**src/rtl/keypad_pkg.sv**
```systemverilog
// Shared register map and size defaults for the keypad event FIFO.
package keypad_pkg;

  typedef enum logic {
    REG_DATA   = 1'b0,
    REG_STATUS = 1'b1
  } reg_addr_e;

  localparam logic ADDR_DATA   = 1'b0;
  localparam logic ADDR_STATUS = 1'b1;

  localparam int STAT_OVF_BIT    = 7;
  localparam int STAT_IRQ_EN_BIT = 6;
  localparam int STAT_COUNT_W    = 5;
  localparam int DATA_VALID_BIT  = 7;
  localparam int DATA_FLUSH_BIT  = 0;

  localparam int DEPTH_DEF  = 8;
  localparam int CODE_W_DEF = 4;

  function automatic logic [7:0] status_word(input logic ovf, input logic irq_en,
                                             input logic [STAT_COUNT_W-1:0] cnt);
    logic [7:0] w;
    w = 8'h00;
    w[STAT_OVF_BIT] = ovf;
    w[STAT_IRQ_EN_BIT] = irq_en;
    w[STAT_COUNT_W-1:0] = cnt;
    return w;
  endfunction

endpackage

```
**src/rtl/key_event_fifo_sync_fifo.sv**
```systemverilog
// Small FIFO for key codes: storage, wrapping pointers, occupancy and overflow detect.
module sync_fifo
  import keypad_pkg::*;
#(
  parameter int DEPTH  = DEPTH_DEF,
  parameter int CODE_W = CODE_W_DEF
) (
  input  logic                     clk_i,
  input  logic                     rst_ni,
  input  logic                     push_i,
  input  logic                     pop_i,
  input  logic                     flush_i,
  input  logic [CODE_W-1:0]        din_i,
  output logic [CODE_W-1:0]        head_o,
  output logic [$clog2(DEPTH):0]   count_o,
  output logic                     empty_o,
  output logic                     drop_o
);

  localparam int AW = $clog2(DEPTH);
  localparam int CW = AW + 1;

  logic [CODE_W-1:0] mem_q [DEPTH];
  logic [CW-1:0]     wr_ptr_q, wr_ptr_d;
  logic [CW-1:0]     rd_ptr_q, rd_ptr_d;
  logic [CW-1:0]     count_q, count_d;
  logic              full, do_push, do_pop;

  assign full    = (count_q == CW'(DEPTH));
  assign empty_o = (count_q == '0);
  assign do_pop  = pop_i & ~empty_o & ~flush_i;
  // A pop on the same edge frees the slot, so a push into a full FIFO still lands.
  assign do_push = push_i & ~flush_i & (~full | do_pop);
  assign drop_o  = push_i & ~flush_i & full & ~do_pop;
  assign head_o  = mem_q[rd_ptr_q[AW-1:0]];
  assign count_o = count_q;

  always_comb begin
    wr_ptr_d = wr_ptr_q;
    rd_ptr_d = rd_ptr_q;
    count_d  = count_q;
    if (flush_i) begin
      wr_ptr_d = '0;
      rd_ptr_d = '0;
      count_d  = '0;
    end else begin
      if (do_push) wr_ptr_d = (wr_ptr_q == CW'(DEPTH - 1)) ? '0 : wr_ptr_q + CW'(1);
      if (do_pop)  rd_ptr_d = (rd_ptr_q == CW'(DEPTH - 1)) ? '0 : rd_ptr_q + CW'(1);
      case ({do_push, do_pop})
        2'b10:   count_d = count_q + CW'(1);
        2'b01:   count_d = count_q - CW'(1);
        default: count_d = count_q;
      endcase
    end
  end

  always_ff @(posedge clk_i or negedge rst_ni) begin
    if (!rst_ni) begin
      wr_ptr_q <= '0;
      rd_ptr_q <= '0;
      count_q  <= '0;
    end else begin
      wr_ptr_q <= wr_ptr_d;
      rd_ptr_q <= rd_ptr_d;
      count_q  <= count_d;
    end
  end

  always_ff @(posedge clk_i) begin
    if (do_push) mem_q[wr_ptr_q[AW-1:0]] <= din_i;
  end

endmodule

```
**src/rtl/key_event_fifo.sv**
```systemverilog
// Keypad press detector feeding a code FIFO, with a two-register host bus and active-low IRQ.
module key_event_fifo
  import keypad_pkg::*;
#(
  parameter int DEPTH  = DEPTH_DEF,
  parameter int CODE_W = CODE_W_DEF
) (
  input  logic              clk_i,
  input  logic              rst_ni,
  input  logic              key_int_n_i,
  input  logic [CODE_W-1:0] key_data_i,
  input  logic              rd_stb_i,
  input  logic              wr_stb_i,
  input  logic              addr_i,
  input  logic [7:0]        wdata_i,
  output logic [7:0]        rdata_o,
  output logic              irq_n_o
);

  localparam int CW = $clog2(DEPTH) + 1;

  logic              int_q, arm_q, cap_pend_q;
  logic              ovf_q, ovf_d;
  logic              irq_en_q, irq_en_d;
  logic [7:0]        rdata_q, rdata_d;
  logic              irq_n_q;
  logic              fall, data_rd, flush, drop, empty;
  logic [CODE_W-1:0] head;
  logic [CW-1:0]     count;
  logic              unused_wdata;

  // arm_q keeps a key already held at reset release from looking like a fresh press.
  assign fall    = arm_q & int_q & ~key_int_n_i;
  assign data_rd = rd_stb_i & (addr_i == ADDR_DATA);
  assign flush   = wr_stb_i & (addr_i == ADDR_DATA) & wdata_i[DATA_FLUSH_BIT];
  assign unused_wdata = ^wdata_i[5:1];

  sync_fifo #(.DEPTH(DEPTH), .CODE_W(CODE_W)) u_fifo (
    .clk_i   (clk_i),
    .rst_ni  (rst_ni),
    .push_i  (cap_pend_q),
    .pop_i   (data_rd),
    .flush_i (flush),
    .din_i   (key_data_i),
    .head_o  (head),
    .count_o (count),
    .empty_o (empty),
    .drop_o  (drop)
  );

  always_comb begin
    rdata_d  = rdata_q;
    ovf_d    = ovf_q;
    irq_en_d = irq_en_q;
    if (rd_stb_i) begin
      if (addr_i == ADDR_DATA) begin
        rdata_d = empty ? 8'h00 : (8'h80 | 8'(head));
      end else begin
        rdata_d = status_word(ovf_q, irq_en_q, STAT_COUNT_W'(count));
      end
    end
    if (wr_stb_i && addr_i == ADDR_STATUS) begin
      if (wdata_i[STAT_OVF_BIT]) ovf_d = 1'b0;
      irq_en_d = wdata_i[STAT_IRQ_EN_BIT];
    end
    if (drop) ovf_d = 1'b1;
  end

  always_ff @(posedge clk_i or negedge rst_ni) begin
    if (!rst_ni) begin
      int_q      <= 1'b1;
      arm_q      <= 1'b0;
      cap_pend_q <= 1'b0;
      ovf_q      <= 1'b0;
      irq_en_q   <= 1'b0;
      rdata_q    <= 8'h00;
      irq_n_q    <= 1'b1;
    end else begin
      int_q      <= key_int_n_i;
      arm_q      <= 1'b1;
      cap_pend_q <= fall;
      ovf_q      <= ovf_d;
      irq_en_q   <= irq_en_d;
      rdata_q    <= rdata_d;
      irq_n_q    <= ~(irq_en_q & (count != '0));
    end
  end

  assign rdata_o = rdata_q;
  assign irq_n_o = irq_n_q;

endmodule
```
**config.mk**
```make
export PLATFORM = sky130hd
export DESIGN_NAME = key_event_fifo
export DESIGN_NICKNAME = d
export VERILOG_FILES = /design/src/rtl/keypad_pkg.sv /design/src/rtl/key_event_fifo_sync_fifo.sv /design/src/rtl/key_event_fifo.sv
export SDC_FILE = /design/constraint.sdc
export NUM_CORES = 1
export LEC_CHECK = 0
export BUFFER_PORTS_ARGS = -buffer_cell sky130_fd_sc_hd__buf_2
export CAP_MARGIN = 25
export CELL_PAD_IN_SITES_DETAIL_PLACEMENT = 1
export CELL_PAD_IN_SITES_GLOBAL_PLACEMENT = 2
export CORE_ASPECT_RATIO = 1.4
export CORE_UTILIZATION = 44
export DETAILED_ROUTE_END_ITERATION = 6
export MAX_ROUTING_LAYER = met4
export PLACE_DENSITY = 0.95
export SLEW_MARGIN = 25
export SYNTH_ARGS = -nofsm -noshare
export SYNTH_HDL_FRONTEND = slang
export SYNTH_SLANG_ARGS = --single-unit
```
**constraint.sdc**
```tcl
create_clock -name clk_i -period 4.4 [get_ports clk_i]
set_input_delay 0.66 -clock clk_i [delete_from_list [all_inputs] [get_ports clk_i]]
set_output_delay 0.66 -clock clk_i [all_outputs]
set_load 0.02 [all_outputs]
```
======== Word level (Yosys, flattened, before mapping) ========
Memory sizes are Yosys's and may differ from the RTL's.
Index checks and enable logic that the tools add are counted.
operators by class
  muxes and demuxes ....................... 15
  bitwise operators ....................... 20
  add/subtract/negate cells ............... 4
  equality and inequality tests ........... 5
  reductions and logical operators ........ 9
operators by type and width
  cell                                                                   number
  4-bit 2-to-1 mux                                                       7
  8-bit 2-to-1 mux                                                       2
  4-bit by 1-bit adder with 4-bit output, second input constant          3
  1-bit bitwise AND                                                      12
  4-bit by 3-bit equality test with 1-bit output, second input constant  2
  4-bit one-hot mux with 2 select lines                                  1
  2-bit nonzero test                                                     4
  1-bit inverter                                                         7
  1-bit 2-to-1 mux                                                       5
  4-bit equality test, second input constant                             1
  4-bit zero test                                                        1
  4-bit nonzero test                                                     1
  4-bit by 1-bit subtractor with 4-bit output, second input constant     1
  3-bit nonzero test                                                     1
  2-bit by 1-bit equality test with 1-bit output, second input constant  1
  2-bit equality test, second input constant                             1
  2-bit AND reduction                                                    1
  1-bit logical AND                                                      1
  1-bit OR                                                               1
storage, ports and cells
  register bits after elaboration ......... 26
  input bits .............................. 18
  memories kept ........................... 1
  memory bits (writable) .................. 32
memories
  memory        words  bits a word  read ports  clocked after memory_dff  wr ports  line                            RTL
  u_fifo.mem_q  8      4            1           0                         1         key_event_fifo_sync_fifo.sv:23  logic [CODE_W-1:0] mem_q [DEPTH];

======== Logic depth before layout (Yosys ltp) ========
Gate-level depths: netlist (run 1).
  depth in word-level cells ............... 10
  depth in mapped cells ................... 8
  depth with buffers taken out ............ 7

======== Modules after synthesis ========
A second synthesis (run 1) with hierarchy kept.
unflattened totals
  cells, all modules ...................... 194
  area, all modules ....................... 2608.8 um^2
modules (own cells, without submodules)
  module          instances  area an instance (um^2)  cells an instance  seq. area each (um^2)
  sync_fifo       1          2083.2                   143                1261.2
  key_event_fifo  1          525.5                    51                 302.8

======== Worst setup path before layout (run 1) ========
No wires, ideal clock.
  path type ............................... input to register
  from .................................... input addr_i
  to ...................................... register u_fifo.count_q[3] (netlist: u_fifo.count_o[3])
  slack ................................... 2136 ps
  setup time .............................. 126 ps
  data arrival time ....................... 2137 ps
  cell stages on the path ................. 7
  cells stage by stage .................... nand2b_1 > nor4b_4 > ha_1 > o21a_1 > o211ai_1 > mux2i_1 > a311o_1
on the way
  word-level cells in the longest chain between the ends .. 10
  elaborated cells between the ends (all ways) .. 15
  classes of those cells .................. eq/ne: 2; mux: 2; bitwise: 10; reduce/logical: 1
RTL lines
  element                                                                                       line                                                            RTL
  start, declared                                                                               key_event_fifo.sv:14                                            input logic addr_i,
  1-bit inverter *                                                                              --
  1-bit bitwise AND (2 in a row)                                                                key_event_fifo.sv:35                                            assign flush = wr_stb_i & (addr_i == ADDR_DATA) & wdata_i[DATA_FLUSH_BIT];
  1-bit inverter                                                                                key_event_fifo_sync_fifo.sv:31, key_event_fifo_sync_fifo.sv:33
  1-bit bitwise AND                                                                             key_event_fifo_sync_fifo.sv:31                                  assign do_pop = pop_i & ~empty_o & ~flush_i;
  1-bit OR                                                                                      key_event_fifo_sync_fifo.sv:33                                  assign do_push = push_i & ~flush_i & (~full | do_pop);
  1-bit bitwise AND                                                                             key_event_fifo_sync_fifo.sv:33
  2-bit by 1-bit equality test with 1-bit output / 2-bit equality test (equally long branches)  key_event_fifo_sync_fifo.sv:49                                  case ({do_push, do_pop})
  4-bit one-hot mux with 2 select lines                                                         key_event_fifo_sync_fifo.sv:49
  4-bit 2-to-1 mux                                                                              key_event_fifo_sync_fifo.sv:42                                  if (flush_i) begin
  end signal, assigned                                                                          key_event_fifo_sync_fifo.sv:65                                  count_q <= count_d;
  end, declared                                                                                 key_event_fifo_sync_fifo.sv:26                                  logic [CW-1:0] count_q, count_d;
Mark *: on every way between the ends. The rest lies on a longest branch, timed or not.
A chain may end at the register's enable or synchronous reset.

======== Worst setup path in the final report (run 1) ========
  from .................................... input rd_stb_i
  to ...................................... register u_fifo.count_q[3] (netlist: u_fifo.count_o[3])
on the way
  word-level cells in the longest chain between the ends .. 8
  elaborated cells between the ends (all ways) .. 10
  classes of those cells .................. eq/ne: 2; mux: 2; bitwise: 5; reduce/logical: 1
RTL lines
  element                                                                                       line                            RTL
  start, declared                                                                               key_event_fifo.sv:12            input logic rd_stb_i,
  1-bit bitwise AND *                                                                           key_event_fifo.sv:34            assign data_rd = rd_stb_i & (addr_i == ADDR_DATA);
  1-bit bitwise AND * (2 in a row)                                                              key_event_fifo_sync_fifo.sv:31
  1-bit OR                                                                                      key_event_fifo_sync_fifo.sv:33
  1-bit bitwise AND                                                                             key_event_fifo_sync_fifo.sv:33
  2-bit by 1-bit equality test with 1-bit output / 2-bit equality test (equally long branches)  key_event_fifo_sync_fifo.sv:49
  4-bit one-hot mux with 2 select lines                                                         key_event_fifo_sync_fifo.sv:49
  4-bit 2-to-1 mux                                                                              key_event_fifo_sync_fifo.sv:42
Marks and branches as above.

==> results of run 1 <==
## sequential cells by signal (all words and copies together) (netlist names)
| register | count |
|---|---|
| ovf_q | 1 |
| u_fifo.mem_q | 32 |
| u_fifo.wr_ptr_q | 4 |
| rdata_o | 6 |
| int_q | 1 |
| cap_pend_q | 1 |
| irq_n_o | 1 |
| irq_en_q | 1 |
| arm_q | 1 |
| u_fifo.rd_ptr_q | 4 |
| u_fifo.count_o | 4 |
## cell type report
class                   count  area, um2
well taps                  68       85.1
clock inverters             2       16.3
fillers                   587       2780
flip-flops and latches     56       1560
multi-input cells         118        970
inverters                   6       22.5
clock buffers               6       72.6
repair buffers             19       95.1
## routing by layer
metal | part of all wire [%] | GRT usage (%)
met1 | 41 | 20.9
met2 | 55 | 34.8
met3 | 2.6 | 4.15
met4 | 1.3 | 4.96
met5 | 0 | -
## cell usage in the layout (no fill, tap or decap), types with 2 or more instances in the layout
| cell | n |
|---|---|
| edfxtp_1 | 32 |
| dfrtp_1 | 22 |
| buf_2 | 19 |
| nor2_1 | 14 |
| a21oi_1 | 10 |
| nand2_1 | 9 |
| mux4_2 | 8 |
| mux2i_1 | 7 |
| inv_1 | 6 |
| nor3_1 | 6 |
| nand3_1 | 6 |
| o21ai_0 | 6 |
| clkbuf_8 | 5 |
| mux2_2 | 4 |
| ha_1 | 4 |
| nand2b_1 | 3 |
| a22oi_1 | 3 |
| conb_1 | 3 |
| nor4_2 | 2 |
| nand3b_1 | 2 |
| or4_1 | 2 |
| o211ai_1 | 2 |
| a31oi_1 | 2 |
| or2_2 | 2 |
| mux2_1 | 2 |
| dfstp_2 | 2 |
## kinds of logic after synthesis
kind of cell	share of synthesized area [%]
DFF	60.1
and+or+nand+nor	12.4
AOI/OAI and AO/OA	9.32
muxes	12.2
buffers and inverters	3.08
adders and majority gates	1.92
other	0.288
xor gates and xnor gates	0.673
## how the worst max path moves through the flow
stage	startpoint	endpoint	slack [ps]
3_3_place_gp	addr_i	u_fifo.mem_q[0][1]	1730
6_report	rd_stb_i	u_fifo.count_o[3]	2050
5_1_grt	rd_stb_i	u_fifo.count_o[3]	1910
4_1_cts	addr_i	u_fifo.mem_q[0][1]	1920
3_5_place_dp	addr_i	u_fifo.mem_q[0][1]	1590
2_1_floorplan	addr_i	u_fifo.count_o[3]	2140
## per-stage QoR
stage	utilization (%)	power, W	worst slack [ps]	std cells	hold slack [ps]
final	50.4	0.00139	2050	275	322
after global routing	50.4	0.00147	1910	275	348
after CTS	50.3	0.00140	1920	275	335
after detailed placement	48.7	0.00112	1590	267	437
after global placement	48.7	0.00110	1730	267	431
after floorplan	-	0.00102	2140	190	364
## synth_stat cells, drive strengths merged, types with 3 or more instances
cell type and instances:
nor3 6, nand2b 4, mux2i 7, buf 5, mux4 8, clkbuf 5, o21ai 6, edfxtp 32
nor2 14, o211ai 4, nand3 6, mux2 6, inv 6, ha 4, a21oi 10, a22oi 3
dfrtp 22, nand2 9
## power breakdown
part	switching (W)	internal, W	leakage, nW	total (W)
registers	0.000121	0.000622	0.583	0.000743
clock network	0.000172	0.000114	0.0414	0.000286
logic	0.000175	0.000183	0.419	0.000358
==> flow_metrics.env, run 1 <==
export IMPL_r2r_cells=7
export IMPL_die_x_um=67.0
export IMPL_grt_ovfl_total=0
export IMPL_fin_tns_setup_ps=0
export IMPL_critPathRequiredTime_ps=4650
export IMPL_max_freq_mhz=425
export IMPL_path_max_fanout=16
export IMPL_irDropWorstVdd_mv=0.217
export IMPL_drt_initial_drc_count=60
export IMPL_syn_avg_cell_area_um2=13.8
export IMPL_finalSetupViolations=0
export IMPL_detail_route_antenna_nets=0
export IMPL_leakagePower_nw=1.04
export IMPL_crit_slowest_cell="nor4b_4"
export IMPL_clk_pin_slew_ps=110
export IMPL_num_rows=32
export IMPL_async_reset_ff_share_pct=42.9
export IMPL_worstPathCellList="buf_2, nand2b_1, nor4b_4, ha_1, o21a_1, or2_2, mux2i_1, a311o_1"
export IMPL_cts_tree="yes"
export IMPL_r2r_end="u_fifo.count_o[3]"
export IMPL_wl_per_cell_um=18.9
export IMPL_max_slew_margin_rel_pct=54.3
export IMPL_p_per_area_mw_per_mm2=491
export IMPL_ctsHoldBuffers=0
export IMPL_synthCells=189
export IMPL_port_buffers=19
export IMPL_drc=0
export IMPL_path_depth=8
export IMPL_cts_buffer_depth=2
export IMPL_n_antenna_cell=0
export IMPL_clockRootBuffer="clkbuf_8"
export IMPL_arrival_ps=2610
export IMPL_synth_area_leaders="edfxtp_1 (37%), dfrtp_1 (21%), mux4_2 (6.9%)"
export IMPL_synth_main_ff_cell="edfxtp_1"
export IMPL_crit_buf_inv=1
export IMPL_antenna_found_initial=0
export IMPL_wl_um=5210
export IMPL_grt_pass1_vias=1797
export IMPL_grt_start_max_net_pins=25
export IMPL_vias_per_cell=5.72
export IMPL_synth_seq_cells=56
export IMPL_timing_final_max_slew_violations=0
export IMPL_ioPinCount=27
export IMPL_initial_core_util_pct=46.5
export IMPL_synth_area_leader_cell="edfxtp_1"
export IMPL_synth_top_cell_area_share_pct=36.9
export IMPL_finalCriticalPeriod_ps=2350
export IMPL_final_nets=228
export IMPL_skew_ps=10.8
export IMPL_syn2layout_area_growth_pct=8.51
export IMPL_grt_first_pass_wirelength_um=8530
export IMPL_fin_crit_sh_pct=53.5
export IMPL_htreeDepth=2
export IMPL_crit_path_start_kind="input pin"
export IMPL_status="finished, final reports clean"
export IMPL_regToRegSetupSlack_ps=2060
export IMPL_postPlaceCellArea_mm2=0.00273
export IMPL_drive_gt1_share_pct=25.1
export IMPL_stdcell_area_mm2=0.00283
export IMPL_gp_congestion=0.770
export IMPL_cp_end_kind="register"
export IMPL_cpPeakStageDelay_ps=390
export IMPL_tightest_slew_ps=680
export IMPL_grt_use_total_pct=19.3
export IMPL_drv_cap=0
export IMPL_r2r_start="u_fifo.count_o[0]"
export IMPL_die_h_um=93.0
export IMPL_yosysUniqueCellTypes=50
export IMPL_synth_edf_count=32
export IMPL_first_pass_iters=4
export IMPL_dp_hpwl_um=3800
export IMPL_cts_num_sinks=56
export IMPL_dr_total_vias=1574
export IMPL_rsz0062_at_grt="no"
export IMPL_cts_resized_gates=0
export IMPL_post_cts_repair_setup_buffers=0
export IMPL_yosysSeqAreaShare_pct=60.1
export IMPL_finalHoldViolCount=0
export IMPL_clk_latency_ps=310
export IMPL_coreArea_mm2=0.00561
export IMPL_hp_class="in2async"
export IMPL_cp_top_family="simple AND/OR/NAND/NOR gates"
export IMPL_synth_warnings=0
export IMPL_dieArea_mm2=0.00623
export IMPL_crit_type="in2reg"
export IMPL_cts_made_buffers=5
export IMPL_synth_area_mm2=0.00260
Note: power is estimated with default switching activity, not from simulation.
==> run 2, diff against run 1 <==
--- a/config.mk
+++ b/config.mk
@@ -10,10 +10,10 @@
 export CELL_PAD_IN_SITES_DETAIL_PLACEMENT = 1
 export CELL_PAD_IN_SITES_GLOBAL_PLACEMENT = 2
 export CORE_ASPECT_RATIO = 1.4
-export CORE_UTILIZATION = 44
+export CORE_UTILIZATION = 37
 export DETAILED_ROUTE_END_ITERATION = 6
 export MAX_ROUTING_LAYER = met4
-export PLACE_DENSITY = 0.95
+export PLACE_DENSITY = 0.86
 export SLEW_MARGIN = 25
 export SYNTH_ARGS = -nofsm -noshare
 export SYNTH_HDL_FRONTEND = slang
==> constraint.sdc (replaced) <==
create_clock -name clk_i -period 2.14 [get_ports clk_i]
set_input_delay 0.321 -clock clk_i [delete_from_list [all_inputs] [get_ports clk_i]]
set_output_delay 0.321 -clock clk_i [all_outputs]
set_load 0.02 [all_outputs]
==> flow_metrics.env, run 2 (synthesis gave the netlist of run 1 again) <==
export IMPL_die_h_um=101
export IMPL_seqPwrFrac_pct=47.2
export IMPL_pwr_share_comb_pct=33.1
export IMPL_die_x_um=72.9
export IMPL_coreArea_mm2=0.00670
export IMPL_power_switching_w=0.00103
export IMPL_tightest_slew_ps=670
export IMPL_syn2layout_area_growth_pct=17.5
export IMPL_initial_core_util_pct=38.9
export IMPL_power_share_clock_pct=19.7
export IMPL_hp_class="in2reg"
export IMPL_drc=0
export IMPL_grt_start_max_net_pins=25
export IMPL_irDropWorstVdd_mv=0.505
export IMPL_clk_pin_slew_ps=100
export IMPL_p_sw_share_pct=33.9
export IMPL_crit_slowest_cell="nor4b_4"
export IMPL_gp_congestion=0.833
export IMPL_vias_per_cell=5.24
export IMPL_cts_made_buffers=5
export IMPL_worstPathCellList="nor4_2, buf_4, nor4b_4, buf_4, xnor2_1, ha_2, nor3_2, a211oi_1, mux2_1"
export IMPL_grt_ovfl_total=0
export IMPL_skew_ps=7.07
export IMPL_dp_hpwl_um=4110
export IMPL_dieArea_mm2=0.00738
export IMPL_post_place_cells=311
export IMPL_timing_final_max_slew_violations=0
export IMPL_cp_top_family="simple AND/OR/NAND/NOR gates"
export IMPL_n_antenna_cell=0
export IMPL_finalCriticalPeriod_ps=2070
export IMPL_fin_tns_setup_ps=0
export IMPL_grt_use_total_pct=17.3
export IMPL_drt_initial_drc_count=62
export IMPL_num_rows=35
export IMPL_cpPeakStageDelay_ps=410
export IMPL_final_common_cell="edfxtp_1"
export IMPL_antenna_found_initial=0
export IMPL_most_common_layout_cells="edfxtp_1 (32), dfrtp_1 (22), buf_4 (22)"
export IMPL_first_pass_iters=4
export IMPL_largest_reg_flops=32
export IMPL_clockRootBuffer="clkbuf_8"
export IMPL_critPathRequiredTime_ps=2340
export IMPL_crit_path_start_kind="register"
export IMPL_status="finished, final reports clean"
export IMPL_fin_crit_sh_pct=96.6
export IMPL_fin_hold_ws_ps=106
export IMPL_cts_tree="yes"
export IMPL_detail_route_antenna_nets=0
export IMPL_arrival_ps=2270
export IMPL_ioPinCount=27
export IMPL_drive_gt1_share_pct=34.3
export IMPL_power_internal_w=0.00200
export IMPL_wl_um=5460
export IMPL_path_max_fanout=3
export IMPL_fin_cells=322
export IMPL_wl_per_cell_um=16.9
export IMPL_path_common_cell="buf_4"
export IMPL_max_freq_mhz=484
export IMPL_dr_total_vias=1688
export IMPL_leakagePower_nw=1.16
export IMPL_grt_first_pass_wirelength_um=9030
export IMPL_drv_cap=0
export IMPL_clk_latency_ps=310
export IMPL_cts_buffer_depth=2
export IMPL_max_slew_margin_rel_pct=55.0
export IMPL_finalHoldViolCount=0
export IMPL_cp_end_kind="register"
export IMPL_htreeDepth=2
export IMPL_crit_type="reg2reg"
export IMPL_final_nets=251
export IMPL_nFillCells=700
export IMPL_port_buffers=19
export IMPL_finalSetupViolations=0
export IMPL_cts_num_sinks=56
export IMPL_crit_buf_inv=2
export IMPL_p_per_area_mw_per_mm2=989
export IMPL_grt_pass1_vias=1849
## run 2: final timing paths
path	startpoint	end	slack, ps	depth (start not counted)
setup / recovery	u_fifo.count_o[1]	u_fifo.count_o[2]	70	9
hold / removal	key_int_n_i	int_q	110	1
setup reg to reg	u_fifo.count_o[1]	u_fifo.count_o[2]	70	9
hold reg to reg	irq_en_q	irq_n_o	420	1
max in group asynchronous	rst_ni	irq_n_o	1230	2
min in group asynchronous	rst_ni	u_fifo.wr_ptr_q[1]	520	2
## run 2: routing by layer
| layer | share of wire (%) | global-route usage (%) | wire [um] |
|---|---|---|---|
| met5 | 0 | - | 0 |
| met4 | 2.6 | 7.99 | 142 |
| met3 | 2.0 | 2.19 | 109 |
| met2 | 56 | 31.1 | 3050 |
| met1 | 39 | 18.8 | 2150 |
## run 2: power groups by stage
stage / sequential, W / clock, W / combinational, W
final: 0.00143 / 0.000595 / 0.00100
after global routing: 0.00145 / 0.000652 / 0.00110
after CTS: 0.00143 / 0.000623 / 0.000972
after detailed placement: 0.00145 / 0 / 0.000965
after global placement: 0.00144 / 0 / 0.000926
after floorplan: 0.00144 / 0 / 0.000655
## run 2: per-stage QoR
step                total power [W]  utilization [%]  worst slack, ps  area [um2]
floorplan                   0.00210                -             13.0        2610
global placement            0.00236             43.4            -19.7        2910
detailed placement          0.00242             43.4             -117        2910
CTS                         0.00302             45.2             40.3        3030
global route                0.00321             45.7            -38.3        3060
finish                      0.00303             45.7             73.2        3060
## run 2: layout make-up
cell class / instances / area (um2) / area share (%)
clock buffers: 5 / 68.8 / 2.25
inverters: 6 / 22.5 / 0.736
clock inverters: 3 / 25.0 / 0.818
multi-input cells: 118 / 993 / 32.5
repair buffers: 42 / 270 / 8.83
well taps: 92 / 115 / 3.76
flip-flops and latches: 56 / 1560 / 51.1
## run 2: what timing repair did
| action | in CTS | in global routing |
|---|---|---|
| resized for setup | 0 | 5 |
| pin swaps | 1 | 2 |
| setup endpoints to repair | 1 | 6 |
| hold buffers | 1 | 0 |
| setup buffers | 2 | 0 |
| hold endpoints to repair | 8 | 0 |
==> run 3, diff against run 2 <==
--- a/config.mk
+++ b/config.mk
@@ -14,6 +14,7 @@
 export DETAILED_ROUTE_END_ITERATION = 6
 export MAX_ROUTING_LAYER = met4
 export PLACE_DENSITY = 0.86
+export SETUP_SLACK_MARGIN = 0.2
 export SLEW_MARGIN = 25
 export SYNTH_ARGS = -nofsm -noshare
 export SYNTH_HDL_FRONTEND = slang
==> flow_metrics.env, run 3 (synthesis gave the netlist of run 1 again) <==
export IMPL_n_antenna_cell=0
export IMPL_cts_made_buffers=5
export IMPL_ioPinCount=27
export IMPL_power_switching_w=0.00105
export IMPL_drt_initial_drc_count=46
export IMPL_grt_use_met2_pct=33.6
export IMPL_syn2layout_area_growth_pct=19.5
export IMPL_gp_congestion=0.859
export IMPL_initial_core_util_pct=38.9
export IMPL_drive_gt1_share_pct=35.8
export IMPL_cp_end_kind="register"
export IMPL_port_buffers=19
export IMPL_clk_pin_slew_ps=110
export IMPL_fin_crit_sh_pct=92.3
export IMPL_multi_input_comb_area_mm2=0.00102
export IMPL_seqPwrFrac_pct=45.3
export IMPL_regArea_mm2=0.00157
export IMPL_grt_pass1_vias=1879
export IMPL_hp_class="in2async"
export IMPL_first_pass_iters=4
export IMPL_ctsHoldBuffers=0
export IMPL_vias_per_cell=5.19
export IMPL_power_share_clock_pct=22.6
export IMPL_num_rows=35
export IMPL_timing_final_max_slew_violations=0
export IMPL_nFillCells=700
export IMPL_status="finished, violations left"
export IMPL_dieArea_mm2=0.00738
export IMPL_failed_checks="hold timing"
export IMPL_dp_hpwl_um=4180
export IMPL_wl_um=5690
export IMPL_grt_start_max_net_pins=25
export IMPL_most_common_layout_cells="edfxtp_1 (32), dfrtp_1 (21), buf_4 (21)"
export IMPL_pre_cts_ws_ps=-15.6
export IMPL_leakagePower_nw=1.18
export IMPL_power_internal_w=0.00217
export IMPL_cts_buffer_depth=2
export IMPL_grtUsageMet3_pct=2.39
export IMPL_arrival_ps=2190
export IMPL_critPathRequiredTime_ps=2360
export IMPL_max_slew_margin_rel_pct=49.9
export IMPL_p_per_area_mw_per_mm2=1040
export IMPL_skew_ps=8.67
export IMPL_cts_num_sinks=56
export IMPL_grt_first_pass_wirelength_um=9340
export IMPL_busiest_layer="met2"
export IMPL_final_nets=250
export IMPL_clk_latency_ps=320
export IMPL_finalCriticalPeriod_ps=1980
export IMPL_htreeDepth=2
export IMPL_pwr_share_comb_pct=32.0
export IMPL_drv_cap=0
export IMPL_worst_slack_ps=164
export IMPL_post_place_cells=308
export IMPL_drc=0
export IMPL_crit_path_start_kind="register"
export IMPL_fin_cells=321
export IMPL_grt_ovfl_total=0
export IMPL_largest_reg_flops=32
export IMPL_coreArea_mm2=0.00670
export IMPL_crit_type="reg2reg"
export IMPL_clockRootBuffer="clkbuf_8"
export IMPL_fin_hold_ws_ps=-20.8
export IMPL_p_sw_share_pct=32.7
export IMPL_irDropWorstVdd_mv=0.678
export IMPL_final_common_cell="edfxtp_1"
export IMPL_cts_tree="yes"
export IMPL_antenna_found_initial=0
export IMPL_die_h_um=101
export IMPL_path_max_fanout=6
export IMPL_max_freq_mhz=506
export IMPL_wl_per_cell_um=17.7
export IMPL_detail_route_antenna_nets=0
export IMPL_dr_total_vias=1665
export IMPL_finalSetupViolations=0
export IMPL_use_met1_pct=19.2
export IMPL_rsz0062_at_grt="yes"
export IMPL_finalHoldViolCount=22
export IMPL_tightest_slew_ps=746
export IMPL_die_x_um=72.9
export IMPL_grt_use_total_pct=18.0
## run 3: changes by cell type in the layout (fill, tap and decap cells not counted), sizes merged
cell	previous run	this run
clkinvlp	1	0
dlygate4sd3	1	0
bufinv	0	1
## run 3: worst max-delay path: stages, from the launching register on
cell and delay (ps):
dfrtp_1 420, buf_4 150, or4b_4 590, o211ai_4 310, buf_4 170, mux2i_1 180
nor2_1 50
## run 3: power by group through the flow
stage,clock network [W],registers [W],logic (W)
2_1_floorplan,0,0.00145,0.000684
3_3_place_gp,0,0.00147,0.000916
3_5_place_dp,0,0.00148,0.000946
4_1_cts,0.000747,0.00146,0.00103
5_1_grt,0.000779,0.00148,0.00113
6_report,0.000729,0.00146,0.00103
## run 3: area by class of cell
cell class,instances,area share [%]
flip-flops and latches,56,50.3
repair buffers,41,8.49
inverters,6,0.724
clock inverters,3,1.61
well taps,92,3.70
multi-input cells,118,32.9
clock buffers,5,2.21
## run 3: timing repair
| action | 4_1_cts | 5_1_grt |
|---|---|---|
| pin swaps | 3 | 4 |
| endpoints found under the setup margin | 10 | 23 |
| gates resized for setup | 6 | 4 |
| buffers inserted | 4 | 1 |
## run 3: metal layers
metal  vias to the layer above  wire (um)
li1                        786          -
met1                       855       2240
met2                        17       3270
met3                         7         98
met4                         0         85
met5                         -          0
## run 3: worst paths after layout
check / startpoint / end / slack (ps) / depth (start not counted)
max: u_fifo.count_o[1] / u_fifo.wr_ptr_q[0] / 160 / 6
min: rst_ni / u_fifo.wr_ptr_q[1] / -20 / 1
max reg2reg: u_fifo.count_o[1] / u_fifo.wr_ptr_q[0] / 160 / 6
min reg2reg: irq_en_q / irq_n_o / 430 / 1
max in group asynchronous: rst_ni / u_fifo.count_o[3] / 1750 / 1
min in group clk_i: key_int_n_i / int_q / 110 / 1
## run 3: through the flow
stage | power (W) | hold slack, ps | utilization (%) | TNS (ps) | area, um2
floorplan | 0.00213 | 25.4 | - | 0 | 2620
global route | 0.00339 | 17.4 | 46.4 | 0 | 3110
finish | 0.00322 | -20.8 | 46.4 | 0 | 3110
CTS | 0.00324 | 4.46 | 46.1 | 0 | 3090
global placement | 0.00239 | 345 | 43.3 | 0 | 2900
detailed placement | 0.00243 | 347 | 43.3 | -15.6 | 2900
